<file path="src/rtl/mem_arbiter_if.sv">
// Bundle of requester-side and bus-side signals of the instruction/data
// memory arbiter. The arbiter uses the slave modport; the core/memory model
// side uses the master modport.
//
// Handshakes: i_req/d_req are levels held by the requester until the matching
// one-cycle i_ack/d_ack pulse. bus_req is held while bus_busy=1 and the
// request counts as accepted on the first edge where bus_req=1 and
// bus_busy=0. bus_valid completes the single outstanding transaction.
interface mem_arbiter_if;
  logic        i_req;
  logic [31:0] i_addr;
  logic [31:0] i_rdata;
  logic        i_ack;
  logic        d_req;
  logic        d_we;
  logic [31:0] d_addr;
  logic [31:0] d_wdata;
  logic [31:0] d_rdata;
  logic        d_ack;
  logic        bus_req;
  logic        bus_we;
  logic [31:0] bus_addr;
  logic [31:0] bus_wdata;
  logic        bus_busy;
  logic        bus_valid;
  logic [31:0] bus_rdata;
  logic        err;

  modport slave (
    input  i_req, i_addr, d_req, d_we, d_addr, d_wdata,
    input  bus_busy, bus_valid, bus_rdata,
    output i_rdata, i_ack, d_rdata, d_ack,
    output bus_req, bus_we, bus_addr, bus_wdata, err
  );

  modport master (
    output i_req, i_addr, d_req, d_we, d_addr, d_wdata,
    output bus_busy, bus_valid, bus_rdata,
    input  i_rdata, i_ack, d_rdata, d_ack,
    input  bus_req, bus_we, bus_addr, bus_wdata, err
  );
endinterface

</file>
<file path="src/rtl/mem_arbiter.sv">
// mem_arbiter: shares one memory-bus port between the instruction-fetch and
// the data requester. Data wins ties; a saturating starvation counter forces
// a fetch grant after STARVE_MAX consecutive data grants with fetch pending.
// One transaction outstanding at a time: IDLE -> ISSUE -> WAIT_RESP -> RESP.
//
// Optional feature macro: MEM_ARB_TIMEOUT_EN. When defined, a transaction that
// spends TIMEOUT_CYCLES cycles in ISSUE+WAIT_RESP is aborted and acked with
// err=1 and zero read data. When undefined, err is tied to 0 and the arbiter
// waits indefinitely.
module mem_arbiter #(
  parameter int unsigned STARVE_MAX     = 4,
  parameter int unsigned TIMEOUT_CYCLES = 255
) (
  input  logic         clk,
  input  logic         rst,
  mem_arbiter_if.slave mif,
  output logic [1:0]   dbg_state
);

  typedef enum logic [1:0] {
    IDLE      = 2'd0,
    ISSUE     = 2'd1,
    WAIT_RESP = 2'd2,
    RESP      = 2'd3
  } state_t;

  localparam logic [3:0] STARVE_LIM = 4'(STARVE_MAX);

  // Reject configurations the counters cannot represent.
  if (STARVE_MAX == 0 || STARVE_MAX > 15) begin : g_bad_starve_max
    $error("mem_arbiter: STARVE_MAX must be in 1..15");
  end
  if (TIMEOUT_CYCLES == 0) begin : g_bad_timeout
    $error("mem_arbiter: TIMEOUT_CYCLES must be at least 1");
  end

  state_t      state;
  logic        owner_d;      // 1 = data requester owns the bus, 0 = fetch
  logic        we_q;         // captured write flag, survives WAIT_RESP
  logic [3:0]  starve_cnt;
  logic        bus_req_q;
  logic        bus_we_q;
  logic [31:0] bus_addr_q;
  logic [31:0] bus_wdata_q;
  logic [31:0] i_rdata_q;
  logic [31:0] d_rdata_q;
  logic        i_ack_q;
  logic        d_ack_q;
  logic        grant_d;
  logic        grant_i;

`ifdef MEM_ARB_TIMEOUT_EN
  localparam int TMO_W = $clog2(TIMEOUT_CYCLES + 1);
  localparam logic [TMO_W-1:0] TMO_LAST = TMO_W'(TIMEOUT_CYCLES - 1);
  logic [TMO_W-1:0] tmo_cnt;
  logic             err_q;
  logic             tmo_hit;

  // The counter holds TIMEOUT_CYCLES-1 during the last allowed cycle.
  assign tmo_hit = ((state == ISSUE) || (state == WAIT_RESP)) && (tmo_cnt == TMO_LAST);
  assign mif.err = err_q;
`else
  assign mif.err = 1'b0;
`endif

  // Arbitration on the sampled requests: data first unless fetch is starved.
  always_comb begin
    grant_d = 1'b0;
    grant_i = 1'b0;
    if (mif.d_req && !(mif.i_req && (starve_cnt == STARVE_LIM))) begin
      grant_d = 1'b1;
    end else if (mif.i_req) begin
      grant_i = 1'b1;
    end
  end

  // Sequencer FSM with all outputs registered.
  always_ff @(posedge clk) begin
    if (rst) begin
      state       <= IDLE;
      owner_d     <= 1'b0;
      we_q        <= 1'b0;
      starve_cnt  <= '0;
      bus_req_q   <= 1'b0;
      bus_we_q    <= 1'b0;
      bus_addr_q  <= '0;
      bus_wdata_q <= '0;
      i_rdata_q   <= '0;
      d_rdata_q   <= '0;
      i_ack_q     <= 1'b0;
      d_ack_q     <= 1'b0;
`ifdef MEM_ARB_TIMEOUT_EN
      tmo_cnt     <= '0;
      err_q       <= 1'b0;
`endif
    end else begin
      i_ack_q <= 1'b0;
      d_ack_q <= 1'b0;
`ifdef MEM_ARB_TIMEOUT_EN
      err_q <= 1'b0;
      if ((state == ISSUE) || (state == WAIT_RESP)) begin
        tmo_cnt <= tmo_cnt + 1'b1;
      end
      if (tmo_hit) begin
        // Abort: ack the owner with err and zero data; any late bus_valid
        // lands in RESP/IDLE and is ignored.
        state     <= RESP;
        bus_req_q <= 1'b0;
        bus_we_q  <= 1'b0;
        err_q     <= 1'b1;
        if (owner_d) begin
          d_ack_q   <= 1'b1;
          d_rdata_q <= '0;
        end else begin
          i_ack_q   <= 1'b1;
          i_rdata_q <= '0;
        end
      end else
`endif
      case (state)
        IDLE: begin
          if (grant_d) begin
            owner_d     <= 1'b1;
            we_q        <= mif.d_we;
            bus_req_q   <= 1'b1;
            bus_we_q    <= mif.d_we;
            bus_addr_q  <= mif.d_addr;
            bus_wdata_q <= mif.d_wdata;
            state       <= ISSUE;
            if (!mif.i_req) begin
              starve_cnt <= '0;
            end else if (starve_cnt != STARVE_LIM) begin
              starve_cnt <= starve_cnt + 1'b1;
            end
`ifdef MEM_ARB_TIMEOUT_EN
            tmo_cnt <= '0;
`endif
          end else if (grant_i) begin
            owner_d     <= 1'b0;
            we_q        <= 1'b0;
            bus_req_q   <= 1'b1;
            bus_we_q    <= 1'b0;
            bus_addr_q  <= mif.i_addr;
            bus_wdata_q <= '0;
            starve_cnt  <= '0;
            state       <= ISSUE;
`ifdef MEM_ARB_TIMEOUT_EN
            tmo_cnt <= '0;
`endif
          end
        end
        ISSUE: begin
          if (!mif.bus_busy) begin
            bus_req_q <= 1'b0;
            bus_we_q  <= 1'b0;
            state     <= WAIT_RESP;
          end
        end
        WAIT_RESP: begin
          if (mif.bus_valid) begin
            state <= RESP;
            if (owner_d) begin
              d_ack_q <= 1'b1;
              if (!we_q) begin
                d_rdata_q <= mif.bus_rdata;
              end
            end else begin
              i_ack_q   <= 1'b1;
              i_rdata_q <= mif.bus_rdata;
            end
          end
        end
        RESP: begin
          state <= IDLE;
        end
        default: begin
          state <= IDLE;
        end
      endcase
    end
  end

  assign mif.bus_req   = bus_req_q;
  assign mif.bus_we    = bus_we_q;
  assign mif.bus_addr  = bus_addr_q;
  assign mif.bus_wdata = bus_wdata_q;
  assign mif.i_rdata   = i_rdata_q;
  assign mif.d_rdata   = d_rdata_q;
  assign mif.i_ack     = i_ack_q;
  assign mif.d_ack     = d_ack_q;
  assign dbg_state     = state;

endmodule

</file>
<file path="src/flat_wrapper.sv">
// flat-port wrapper written by rule: the top's interface ports become plain ports
module mem_arbiter_flat 
#(
  parameter int unsigned STARVE_MAX     = 4,
  parameter int unsigned TIMEOUT_CYCLES = 255
)
  (clk, rst, dbg_state, mif_i_req, mif_i_addr, mif_d_req, mif_d_we, mif_d_addr, mif_d_wdata, mif_bus_busy, mif_bus_valid, mif_bus_rdata, mif_i_rdata, mif_i_ack, mif_d_rdata, mif_d_ack, mif_bus_req, mif_bus_we, mif_bus_addr, mif_bus_wdata, mif_err);
  mem_arbiter_if mif_i ();
  input  logic clk;
  input  logic rst;
  output logic [1:0] dbg_state;
  input wire logic [$bits(mif_i.i_req)-1:0] mif_i_req;
  input wire logic [$bits(mif_i.i_addr)-1:0] mif_i_addr;
  input wire logic [$bits(mif_i.d_req)-1:0] mif_d_req;
  input wire logic [$bits(mif_i.d_we)-1:0] mif_d_we;
  input wire logic [$bits(mif_i.d_addr)-1:0] mif_d_addr;
  input wire logic [$bits(mif_i.d_wdata)-1:0] mif_d_wdata;
  input wire logic [$bits(mif_i.bus_busy)-1:0] mif_bus_busy;
  input wire logic [$bits(mif_i.bus_valid)-1:0] mif_bus_valid;
  input wire logic [$bits(mif_i.bus_rdata)-1:0] mif_bus_rdata;
  output wire logic [$bits(mif_i.i_rdata)-1:0] mif_i_rdata;
  output wire logic [$bits(mif_i.i_ack)-1:0] mif_i_ack;
  output wire logic [$bits(mif_i.d_rdata)-1:0] mif_d_rdata;
  output wire logic [$bits(mif_i.d_ack)-1:0] mif_d_ack;
  output wire logic [$bits(mif_i.bus_req)-1:0] mif_bus_req;
  output wire logic [$bits(mif_i.bus_we)-1:0] mif_bus_we;
  output wire logic [$bits(mif_i.bus_addr)-1:0] mif_bus_addr;
  output wire logic [$bits(mif_i.bus_wdata)-1:0] mif_bus_wdata;
  output wire logic [$bits(mif_i.err)-1:0] mif_err;
  assign mif_i.i_req = mif_i_req;
  assign mif_i.i_addr = mif_i_addr;
  assign mif_i.d_req = mif_d_req;
  assign mif_i.d_we = mif_d_we;
  assign mif_i.d_addr = mif_d_addr;
  assign mif_i.d_wdata = mif_d_wdata;
  assign mif_i.bus_busy = mif_bus_busy;
  assign mif_i.bus_valid = mif_bus_valid;
  assign mif_i.bus_rdata = mif_bus_rdata;
  assign mif_i_rdata = mif_i.i_rdata;
  assign mif_i_ack = mif_i.i_ack;
  assign mif_d_rdata = mif_i.d_rdata;
  assign mif_d_ack = mif_i.d_ack;
  assign mif_bus_req = mif_i.bus_req;
  assign mif_bus_we = mif_i.bus_we;
  assign mif_bus_addr = mif_i.bus_addr;
  assign mif_bus_wdata = mif_i.bus_wdata;
  assign mif_err = mif_i.err;
  mem_arbiter #(.STARVE_MAX(STARVE_MAX), .TIMEOUT_CYCLES(TIMEOUT_CYCLES)) u_core (.clk(clk), .rst(rst), .mif(mif_i), .dbg_state(dbg_state));
endmodule
</file>
<file path="config.mk">
export PLATFORM = sky130hd
export DESIGN_NAME = mem_arbiter_flat
export DESIGN_NICKNAME = d
export VERILOG_FILES = /design/src/rtl/mem_arbiter_if.sv /design/src/rtl/mem_arbiter.sv /design/src/flat_wrapper.sv
export SDC_FILE = /design/constraint.sdc
export NUM_CORES = 1
export LEC_CHECK = 0
export ABC_AREA = 1
export CORE_AREA = 2 2 117 119
export CTS_CLUSTER_DIAMETER = 40
export DETAILED_ROUTE_END_ITERATION = 10
export DIE_AREA = 0 0 119 121
export MAX_ROUTING_LAYER = met4
export PLACE_DENSITY = 0.84
export SKIP_CTS_REPAIR_TIMING = 1
export SLEW_MARGIN = 20
export SYNTH_ARGS = -nofsm -noshare
export SYNTH_HDL_FRONTEND = slang
export SYNTH_SLANG_ARGS = --single-unit
</file>
<file path="constraint.sdc">
create_clock -name clk -period 3.5 [get_ports clk]
set_input_delay 0.7 -clock clk [delete_from_list [all_inputs] [get_ports clk]]
set_output_delay 0.7 -clock clk [all_outputs]
set_load 0.01 [all_outputs]
</file>
==> Word level (Yosys, flattened, before mapping) <==
Index checks and enable logic that the tools add are counted.
W data, S select, Z words.
{ "totals": {"ff_bits": 140, "output_inout_bits": 135, "word_cells": 65} }
{ "op_classes": {"add_sub_neg": 1, "eq_ne": 9, "mux": 26, "bitwise": 4, "n_reduce_logical": 13} }
{ "ops": {"columns": ["cell", "count"], "rows": [
  ["$mux W32", 4],
  ["$mux W4", 4],
  ["$reduce_and A3 Y1", 4],
  ["$mux W1", 11],
  ["$mux W2", 4],
  ["$pmux W2 S4", 1],
  ["$add A4 B1 Y4 const B", 1],
  ["$eq A2 B2 Y1 const B", 2],
  ["$eq A4 B3 Y1 const B", 1],
  ["$ne A2 B2 Y1 const B", 2],
  ["$ne A4 B3 Y1 const B", 1],
  ["$not A1 Y1", 4],
  ["$pmux W1 S2", 2],
  ["$reduce_and A4 Y1", 1],
  ["$reduce_bool A2 Y1", 2],
  ["$ne A3 B1 Y1 const B", 1],
  ["$ne A3 B3 Y1 const B", 1],
  ["$reduce_or A3 Y1", 1],
  ["$eq A2 B1 Y1 const B", 1],
  ["$logic_and A1 B1 Y1", 2],
  ["$logic_not A2 Y1", 1],
  ["$reduce_and A2 Y1", 1],
  ["$logic_not A1 Y1", 1]
]} }

==> Longest topological paths before layout <==
Gate-level depths: netlist (run 1).
{ "logic_depth": {"ltp_word": 8, "ltp_mapped": 11} }

==> Worst setup path after synthesis (run 1) <==
Ideal clock, no wire load.
{ "synth_timing": {"path_kind": "input -> register", "from": "input port mif_d_req", "to": "register u_core.bus_addr_q[12] (netlist: u_core.mif.bus_addr[12])", "setup_ns": 0.109, "arrival_ns": 1.462, "t_required_ns": 3.391, "setup_slack_ns": 1.930, "cell_stages": 8, "n_path_buf": 3, "cell_sequence": "buf_6 > o21ai_2 > inv_2 > buf_2 > buf_2 > nand3_1 > nand2_1 > inv_1"} }
{ "synth_via": {"elab_chain_len": 4} }
{ "synth_rtl": {"columns": ["element", "line", "text"], "rows": [
  ["from (decl)", "flat_wrapper.sv:14", "input wire logic [$bits(mif_i.d_req)-1:0] mif_d_req;"],
  ["$logic_and A1 B1 Y1 *", "mem_arbiter.sv:70", "if (mif.d_req && !(mif.i_req && (starve_cnt == STARVE_LIM))) begin"],
  ["$mux W1", "mem_arbiter.sv:70", null],
  ["$reduce_bool A2 Y1 (no source line)", null, null],
  ["$reduce_and A2 Y1 (no source line)", null, null],
  ["to (signal assigned)", "mem_arbiter.sv:127", "bus_addr_q <= mif.d_addr;"],
  ["to (signal assigned)", "mem_arbiter.sv:143", "bus_addr_q <= mif.i_addr;"],
  ["to (decl)", "mem_arbiter.sv:43", "logic [31:0] bus_addr_q;"]
]} }
Mark *: on every way between the ends. The rest lies on a longest branch, timed or not.
A chain may end at the register's enable or synchronous reset.

==> Worst setup path in the final report (run 1) <==
{ "layout_timing": {"from": "input port mif_bus_valid", "to": "register u_core.d_rdata_q[21] (netlist: u_core.mif.d_rdata[21])"} }
{ "layout_via": {"elab_chain_len": 1} }
{ "layout_rtl": {"columns": ["element", "line", "text"], "rows": [
  ["from (decl)", "flat_wrapper.sv:19", "input wire logic [$bits(mif_i.bus_valid)-1:0] mif_bus_valid;"],
  ["$reduce_and A4 Y1 (no source line)", null, null],
  ["to (signal assigned)", "mem_arbiter.sv:165", "d_rdata_q <= mif.bus_rdata;"],
  ["to (decl)", "mem_arbiter.sv:46", "logic [31:0] d_rdata_q;"]
]} }
Every way passes these cells.

==> flow_summary.toml, run 1 <==
[clock_tree]
clock_sinks = 140
cts_inserted_buffers = 17
clkTransAtPathRegs_ns = 0.06
htree_levels = 4
clockBufferDepth = 2
cts_tree = "done"
clock_tree.root_cell = "clkbuf_16"
clock_latency_ns = 0.42

[power]
irDropWorstVdd_mv = 0.382
p_leak_nw = 3.86
p_per_area_mw_per_mm2 = 661

[min_path]
hp-class = "flip-flop to flip-flop"
holdPathEnd = "u_core.mif.bus_wdata[11]$_SDFFE_PP0P_"
whs_path_depth = 2
worstHoldStart = "u_core.mif.bus_wdata[11]$_SDFFE_PP0P_"

[critical_path]
cp.required_ns = 3.80
crit_family = "buffers and inverters"
cp-start-kind = "primary input"
crit_path_top_delay_cell = "clkinv_1"
crit_path_max_fanout = 32
crit_chain = "clkdlybuf4s50_1, nand2_1, nor3_4, clkinv_1, nor2_1, nor2_1"
reg2regPathDepth = 7
path_class = "primary input to flip-flop"
path_buf_inv = 2
r2r_slack_ns = 1.13
cp-end-kind = "flip-flop"
r2r_end = "u_core.mif.d_rdata[21]$_SDFFE_PP0P_"
worst_path_most_repeated_cell = "nor2_1"
r2r-start = "u_core.dbg_state[0]$_SDFFE_PP0P_"
worstPathArrival_ns = 2.81
slowest_delay_ns = 0.80

[synthesis]
netlist-cell-type-count = 25
synth_seq_area_share_pct = 49.3
syn_inst = 792
yosys_warnings = 0
synth_nets = 933
syn_area_sq_mm = 0.00569
synth.avg_cell_area_sq_um = 7.18
synth_seq_cells = 140

[drt]
wire_per_inst_um = 14.5
drc = 0
vias_per_cell = 4.94
dr.pass1.iters = 6
drt_iter0_markers = 457
totalWireLength_um = 17800
postRouteAntennaNets = 0
vias = 6036

[die]
core_area_sq_mm = 0.0131
die_h_um = 121
ios = 270
die_x_um = 119
design.die.area_sq_mm = 0.0144
num_rows = 42
start_util_pct = 43.5

[cells_and_area]
layout_common_cells = "clkdlybuf4s50_1, nor2_1, dfxtp_1, nand2_1, nand3_1"
areaGrowthSynthToFinish_pct = 58.5
utilization_pct = 68.9
drive_above_1_share_pct = 5.25
diodes = 0
final_common_cell = "clkdlybuf4s50_1"
num-nets-final = 1175

[sta]
layout_setup_ws_ns = 0.995
slew_headroom_pct = 33.7
hold_ws_ns = 0.463
tightestPinTransition_ns = 0.988
setup_viol = 0
fin_crit_sh_pct = 71.6
clock_skew_ns = 0.00587
final_max_slew_viol_count = 0
rsz0062_at_grt = "false"
period_needed_ns = 2.51
finalSetupTns_ns = 0
finalHoldViolations = 0
fmax_mhz = 399

[run]
drv_cap = 0

[global_routing]
grt_max_degree = 73
grt_pass1_wl_um = 27900
grt-ovfl-total = 0
grt_antenna_before_repair = 0
grtUsageTotal_pct = 25.1
grt_pass1_vias = 5620

[placement]
detailedPlacementHpwl_um = 11700
dp_slack_ns = 0.904
numPortBuffers = 268
place.gp.congestion = 0.814

[run_status]
outcome = "completed"
==> area by class of cell <==
type | instances | area [sq um]
repair buffers | 279 | 2770
multi-input cells | 547 | 2420
flip-flops and latches | 140 | 2800
clock inverters | 10 | 139
well taps | 176 | 220
inverters | 49 | 184
clock buffers | 22 | 474
fillers | 1059 | 4070
==> kinds of logic after synthesis <==
| family | count (synthesis) | share of synthesized area (%) |
|---|---|---|
| AND/OR/NAND/NOR | 433 | 31.5 |
| flip-flops | 140 | 49.3 |
| AO/OA/AOI/OAI | 107 | 9.68 |
| buffers and inverters | 105 | 8.18 |
| adder cells (fa/ha/maj) | 6 | 1.32 |
| other | 1 | 0.0659 |
==> worst min-delay path, stage by stage (launching register included) <==
cell,delay [ns]
dfxtp_1,0.31
nand2_1,0.06
a21oi_1,0.05
==> cells in the mapped netlist (all sizes together) <==
library cell  count  area [sq um]
a21oi            40           211
buf              36           205
clkbuf           20          76.3
conb              1          3.75
dfxtp           140          2800
ha                6          75.1
inv              49           184
nand2           118           448
nand3           104           521
nand4             2          12.5
nor2            205           777
nor3              3          26.3
o21ai            67           339
or2               1          6.26
==> power by group <==
part / internal [W] / switching (W)
combinational: 0.000972 / 0.00104
sequential: 0.00192 / 0.000168
clock: 0.00118 / 0.000685
==> registers in the layout, indices dropped and copies added (netlist names) <==
register and count:
u_core.owner_d 1, u_core.mif.bus_we 1, u_core.mif.bus_req 1, u_core.mif.d_ack 1
u_core.starve_cnt 4, u_core.mif.bus_wdata 32, u_core.mif.bus_addr 32, u_core.mif.i_rdata 32
u_core.we_q 1, u_core.mif.i_ack 1, u_core.mif.d_rdata 32, u_core.dbg_state 2
==> per-layer routing <==
metal	share of wire, %	track usage (%)	vias up
met5	0	-	-
met4	2.5	9.52	0
met3	7.9	7.57	33
met2	46	39.8	235
met1	44	30.3	2769
li1	-	-	2999
==> stage by stage <==
| step | power (W) | instances | area (sq um) |
|---|---|---|---|
| after floorplan | 0.00315 | 792 | 5690 |
| after global placement | 0.00409 | 1191 | 8400 |
| after detailed placement | 0.00412 | 1191 | 8400 |
| after CTS | 0.00599 | 1223 | 9010 |
| after global routing | 0.00630 | 1223 | 9010 |
| final | 0.00596 | 1223 | 9010 |
==> worst max-delay path by stage <==
stage | start | end | slack, ns | cells after the start
finish | mif_bus_valid | u_core.mif.d_rdata[21]$_SDFFE_PP0P_ | 0.99 | 6
global route | mif_bus_valid | u_core.mif.d_rdata[21]$_SDFFE_PP0P_ | 0.84 | 6
CTS | u_core.dbg_state[1]$_SDFFE_PP0P_ | u_core.mif.bus_addr[26]$_SDFFE_PP0P_ | 1.35 | 10
detailed placement | mif_d_req | u_core.mif.bus_addr[31]$_SDFFE_PP0P_ | 0.90 | 7
global placement | mif_bus_valid | u_core.mif.d_rdata[21]$_SDFFE_PP0P_ | 0.95 | 6
floorplan | mif_d_req | u_core.mif.bus_addr[12]$_SDFFE_PP0P_ | 1.93 | 8
Power figures use the tool's default switching activity.
==> inputs of run 2 (changes only) <==
- CORE_AREA: 2 2 117 119 -> 2 2 127 129
- DIE_AREA: 0 0 119 121 -> 0 0 129 131
- PLACE_DENSITY: 0.84 -> 0.76
- clock period: 3.5 -> 2.2 ns (I/O delays scaled with it)
==> run 2 against run 1 <==
Effect of this change:
- worst hold slack worse by 0.00065 ns
- clock power up 50%
- core utilization shrank 10 points
- design area up 1.3%
- die area rose by 17%
- critical path depth is 5 lower
- final cell count increased by 3.9%
- global-route usage shrank 4.3 points
- critical endpoint is now dbg_state[1]
- largest power group unchanged
==> flow_summary.toml, run 2 (synthesized netlist as in run 1, its figures left out) <==
[critical_path]
cp.required_ns = 1.76
r2r_end = "u_core.mif.d_rdata[24]$_SDFFE_PP0P_"
crit_chain = "clkdlybuf4s50_1"
crit_path_max_fanout = 3
slowest_delay_ns = 0.59
reg2regPathDepth = 8
cp.depth = 1
r2r-start = "u_core.dbg_state[0]$_SDFFE_PP0P_"
path_class = "flip-flop to output pin"
crit_path_top_delay_cell = "clkdlybuf4s50_1"
cp-end-kind = "output pin"
crit_family = "buffers and inverters"
cp-start-kind = "flip-flop"
worstPathArrival_ns = 1.40
startpoint = "u_core.dbg_state[1]$_SDFFE_PP0P_"
path_buf_inv = 1
r2r_slack_ns = 0.39

[cells_and_area]
final_common_cell = "clkdlybuf4s50_1"
layout_common_cells = "clkdlybuf4s50_1, nor2_1, dfxtp_1, nand2_1, nand3_1"
diodes = 0
drive_above_1_share_pct = 5.97
areaGrowthSynthToFinish_pct = 60.6
nFillCells = 1425
num-nets-final = 1183
seqCellArea_sq_mm = 0.00280
multi_input_area_sq_mm = 0.00242
final_cells = 1271

[global_routing]
grt-ovfl-total = 0
grt_antenna_before_repair = 0
grt_pass1_wl_um = 27000
grt_pass1_vias = 5523
grt_max_degree = 73
grtUsageTotal_pct = 20.8

[clock_tree]
clockBufferDepth = 2
htree_levels = 4
clkTransAtPathRegs_ns = 0.06
cts_inserted_buffers = 17
clock_sinks = 140
clock_tree.root_cell = "clkbuf_16"
cts_tree = "done"
clock_latency_ns = 0.41

[sta]
setup_viol = 0
fin_crit_sh_pct = 83.4
fmax_mhz = 545
period_needed_ns = 1.84
final_max_slew_viol_count = 0
finalSetupTns_ns = 0
finalHoldViolations = 0
clock_skew_ns = 0.00679
rsz0062_at_grt = "false"

[die]
start_util_pct = 36.5
ios = 270
design.die.area_sq_mm = 0.0169
die_h_um = 131
die_x_um = 129
num_rows = 46
core_area_sq_mm = 0.0156

[run_status]
outcome = "completed"

[drt]
dr.pass1.iters = 5
wire_per_inst_um = 13.8
postRouteAntennaNets = 0
vias_per_cell = 4.68
vias = 5946
drt_iter0_markers = 355
totalWireLength_um = 17600
drc = 0

[power]
p_leak_nw = 3.90
irDropWorstVdd_mv = 0.553
p_per_area_mw_per_mm2 = 1030

[min_path]
whs_path_depth = 2
worstHoldStart = "u_core.mif.bus_wdata[3]$_SDFFE_PP0P_"
hp-class = "flip-flop to flip-flop"
holdPathEnd = "u_core.mif.bus_wdata[3]$_SDFFE_PP0P_"

[run]
drv_cap = 0

[placement]
detailedPlacementHpwl_um = 11800
place_inst = 1239
place.gp.congestion = 0.772
numPortBuffers = 268
-- run 2: worst max path at each step --
stage	end	slack [ns]
after floorplan	u_core.mif.i_rdata[0]$_SDFFE_PP0P_	0.71
final	dbg_state[1]	0.36
after detailed placement	u_core.mif.d_rdata[24]$_SDFFE_PP0P_	0.16
after global routing	u_core.mif.d_rdata[28]$_SDFFE_PP0P_	0.24
after global placement	u_core.mif.d_rdata[22]$_SDFFE_PP0P_	0.18
after CTS	dbg_state[1]	0.34
-- run 2: per-stage QoR --
stage	total power (W)	hold slack [ns]	worst slack [ns]	utilization, %	area [sq um]
after CTS	0.00947	0.464	0.341	58.6	9140
after detailed placement	0.00664	0.455	0.156	54.9	8560
after global placement	0.00659	0.451	0.184	54.9	8560
final	0.00939	0.462	0.365	58.6	9140
after global routing	0.00994	0.480	0.236	58.6	9140
after floorplan	0.00502	0.457	0.715	-	5690
-- run 2: final cells by class --
cell class	count	area share (%)
clock inverters	13	1.55
repair buffers	287	31.6
flip-flops and latches	140	30.7
clock buffers	19	4.74
well taps	216	2.96
multi-input cells	547	26.5
inverters	49	2.01
-- run 2: layer usage --
| layer | routed length, um | part of all wire, % | global-route usage, % | vias to the layer above |
|---|---|---|---|---|
| li1 | - | - | - | 3016 |
| met1 | 7710 | 44 | 24.7 | 2667 |
| met2 | 7920 | 45 | 32.3 | 234 |
| met3 | 1580 | 9.0 | 7.65 | 29 |
| met4 | 357 | 2.0 | 8.31 | 0 |
| met5 | 0 | 0 | - | - |
-- run 2: report_power, final --
part | switching (W) | internal, W | leakage (nW)
Combinational | 0.00168 | 0.00161 | 2.49
Sequential | 0.000262 | 0.00305 | 1.14
Clock | 0.00111 | 0.00167 | 0.274
==> inputs of run 3 (changes only) <==
- clock period: 2.2 -> 1.62 ns (I/O delays scaled with it)
==> run 3 against run 2 <==
Effect of this change:
- worst hold slack lost 0.023 ns
- clock power grew 39%
- first-iteration DRC count fell by 15%
- count of clock-buffer cells in the layout decreased by 2
- die area stayed put
==> flow_summary.toml, run 3 (synthesized netlist as in run 1, its figures left out) <==
[run_status]
outcome = "completed"

[drt]
postRouteAntennaNets = 0
vias_per_cell = 4.68
totalWireLength_um = 17800
drc = 0
dr.pass1.iters = 5
vias = 6030
drt_iter0_markers = 300
wire_per_inst_um = 13.8

[critical_path]
path_buf_inv = 1
crit_path_max_fanout = 1
r2r-start = "u_core.dbg_state[1]$_SDFFE_PP0P_"
crit_family = "buffers and inverters"
crit_end = "mif_i_ack"
crit_path_top_delay_cell = "clkdlybuf4s50_1"
path_class = "flip-flop to output pin"
cp.depth = 1
worstPathArrival_ns = 1.25
cp.required_ns = 1.30
r2r_slack_ns = 0.10
slowest_delay_ns = 0.53
cp-start-kind = "flip-flop"
reg2regPathDepth = 7
r2r_end = "u_core.mif.bus_we$_SDFFE_PP0P_"
startpoint = "u_core.mif.i_ack$_SDFF_PP0_"
crit_chain = "clkdlybuf4s50_1"
cp-end-kind = "output pin"

[clock_tree]
clockBufferDepth = 2
clock_tree.root_cell = "clkbuf_16"
clkTransAtPathRegs_ns = 0.06
cts_tree = "done"
cts_inserted_buffers = 17
htree_levels = 4
clock_latency_ns = 0.42
clock_sinks = 140

[global_routing]
grt-ovfl-total = 0
grtUsageTotal_pct = 20.7
grt_max_degree = 73
grt_pass1_wl_um = 27000
grt_antenna_before_repair = 0
grt_pass1_vias = 5538

[min_path]
hp-class = "primary input to flip-flop"

[cells_and_area]
num-nets-final = 1201
final_common_cell = "nor2_1"
diodes = 0
drive_above_1_share_pct = 8.12
utilization_pct = 62.3
nFillCells = 1332
multi_input_area_sq_mm = 0.00244
layout_common_cells = "nor2_1, dfxtp_1, clkdlybuf4s50_1, dlymetal6s2s_1, nand2_1"
areaGrowthSynthToFinish_pct = 70.9
seqCellArea_sq_mm = 0.00280

[die]
start_util_pct = 36.5
ios = 270
num_rows = 46
core_area_sq_mm = 0.0156
die_h_um = 131
design.die.area_sq_mm = 0.0169
die_x_um = 129

[run]
drv_cap = 0

[power]
p_leak_nw = 6.29
p_per_area_mw_per_mm2 = 1330
irDropWorstVdd_mv = 0.694
total_power_w = 0.0130

[sta]
finalHoldViolations = 0
period_needed_ns = 1.57
setup_viol = 0
fin_crit_sh_pct = 97.2
final_max_slew_viol_count = 0
finalSetupTns_ns = 0
fmax_mhz = 635
clock_skew_ns = 0.00616
rsz0062_at_grt = "false"

[placement]
numPortBuffers = 268
place.gp.congestion = 0.826
detailedPlacementHpwl_um = 12200
run 3: worst min path at each step:
stage                                               start                                    end  slack, ns  depth (start not counted)
floorplan                     u_core.owner_d$_SDFFE_PP0P_            u_core.owner_d$_SDFFE_PP0P_       0.46                          2
global placement     u_core.mif.bus_wdata[6]$_SDFFE_PP0P_   u_core.mif.bus_wdata[6]$_SDFFE_PP0P_       0.45                          2
detailed placement  u_core.mif.bus_wdata[14]$_SDFFE_PP0P_  u_core.mif.bus_wdata[14]$_SDFFE_PP0P_       0.45                          2
CTS                                                   rst        u_core.mif.bus_req$_SDFFE_PP0P_       0.41                          3
global route                                          rst        u_core.mif.bus_req$_SDFFE_PP0P_       0.45                          3
finish                                                rst    u_core.mif.i_rdata[24]$_SDFFE_PP0P_       0.44                          5
run 3: layout make-up:
| cell class | count | share of cell area, % |
|---|---|---|
| clock inverter | 14 | 1.65 |
| inverter | 49 | 1.89 |
| sequential | 140 | 28.8 |
| timing repair buffer | 305 | 35.4 |
| tap | 216 | 2.78 |
| multi-input combinational | 547 | 25.1 |
| clock buffer | 17 | 4.38 |
run 3: worst min-delay path: stages:
cell	delay (ns)
buf_2	0.12
inv_2	0.05
buf_12	0.18
o21ai_0	0.10
nor2_1	0.04
run 3: metrics by stage:
step | cell area [sq um] | hold slack, ns | cells | setup WS [ns]
after floorplan | 5690 | 0.457 | 792 | 0.135
after global placement | 8770 | 0.448 | 1257 | -0.109
after detailed placement | 8770 | 0.453 | 1257 | -0.161
after CTS | 9360 | 0.406 | 1288 | -0.128
after global routing | 9720 | 0.448 | 1288 | 0.00676
final | 9720 | 0.439 | 1288 | 0.0454
run 3: power breakdown:
part | internal [W] | switching, W
sequential | 0.00413 | 0.000334
clock | 0.00229 | 0.00159
combinational | 0.00226 | 0.00234
total | 0.00868 | 0.00427
run 3: layer usage:
| metal | track usage (%) | vias to the layer above | wire [um] |
|---|---|---|---|
| li1 | - | 3050 | - |
| met1 | 24.8 | 2728 | 7520 |
| met2 | 33.5 | 235 | 8660 |
| met3 | 6.27 | 17 | 1430 |
| met4 | 6.52 | 0 | 214 |
| met5 | - | - | 0 |
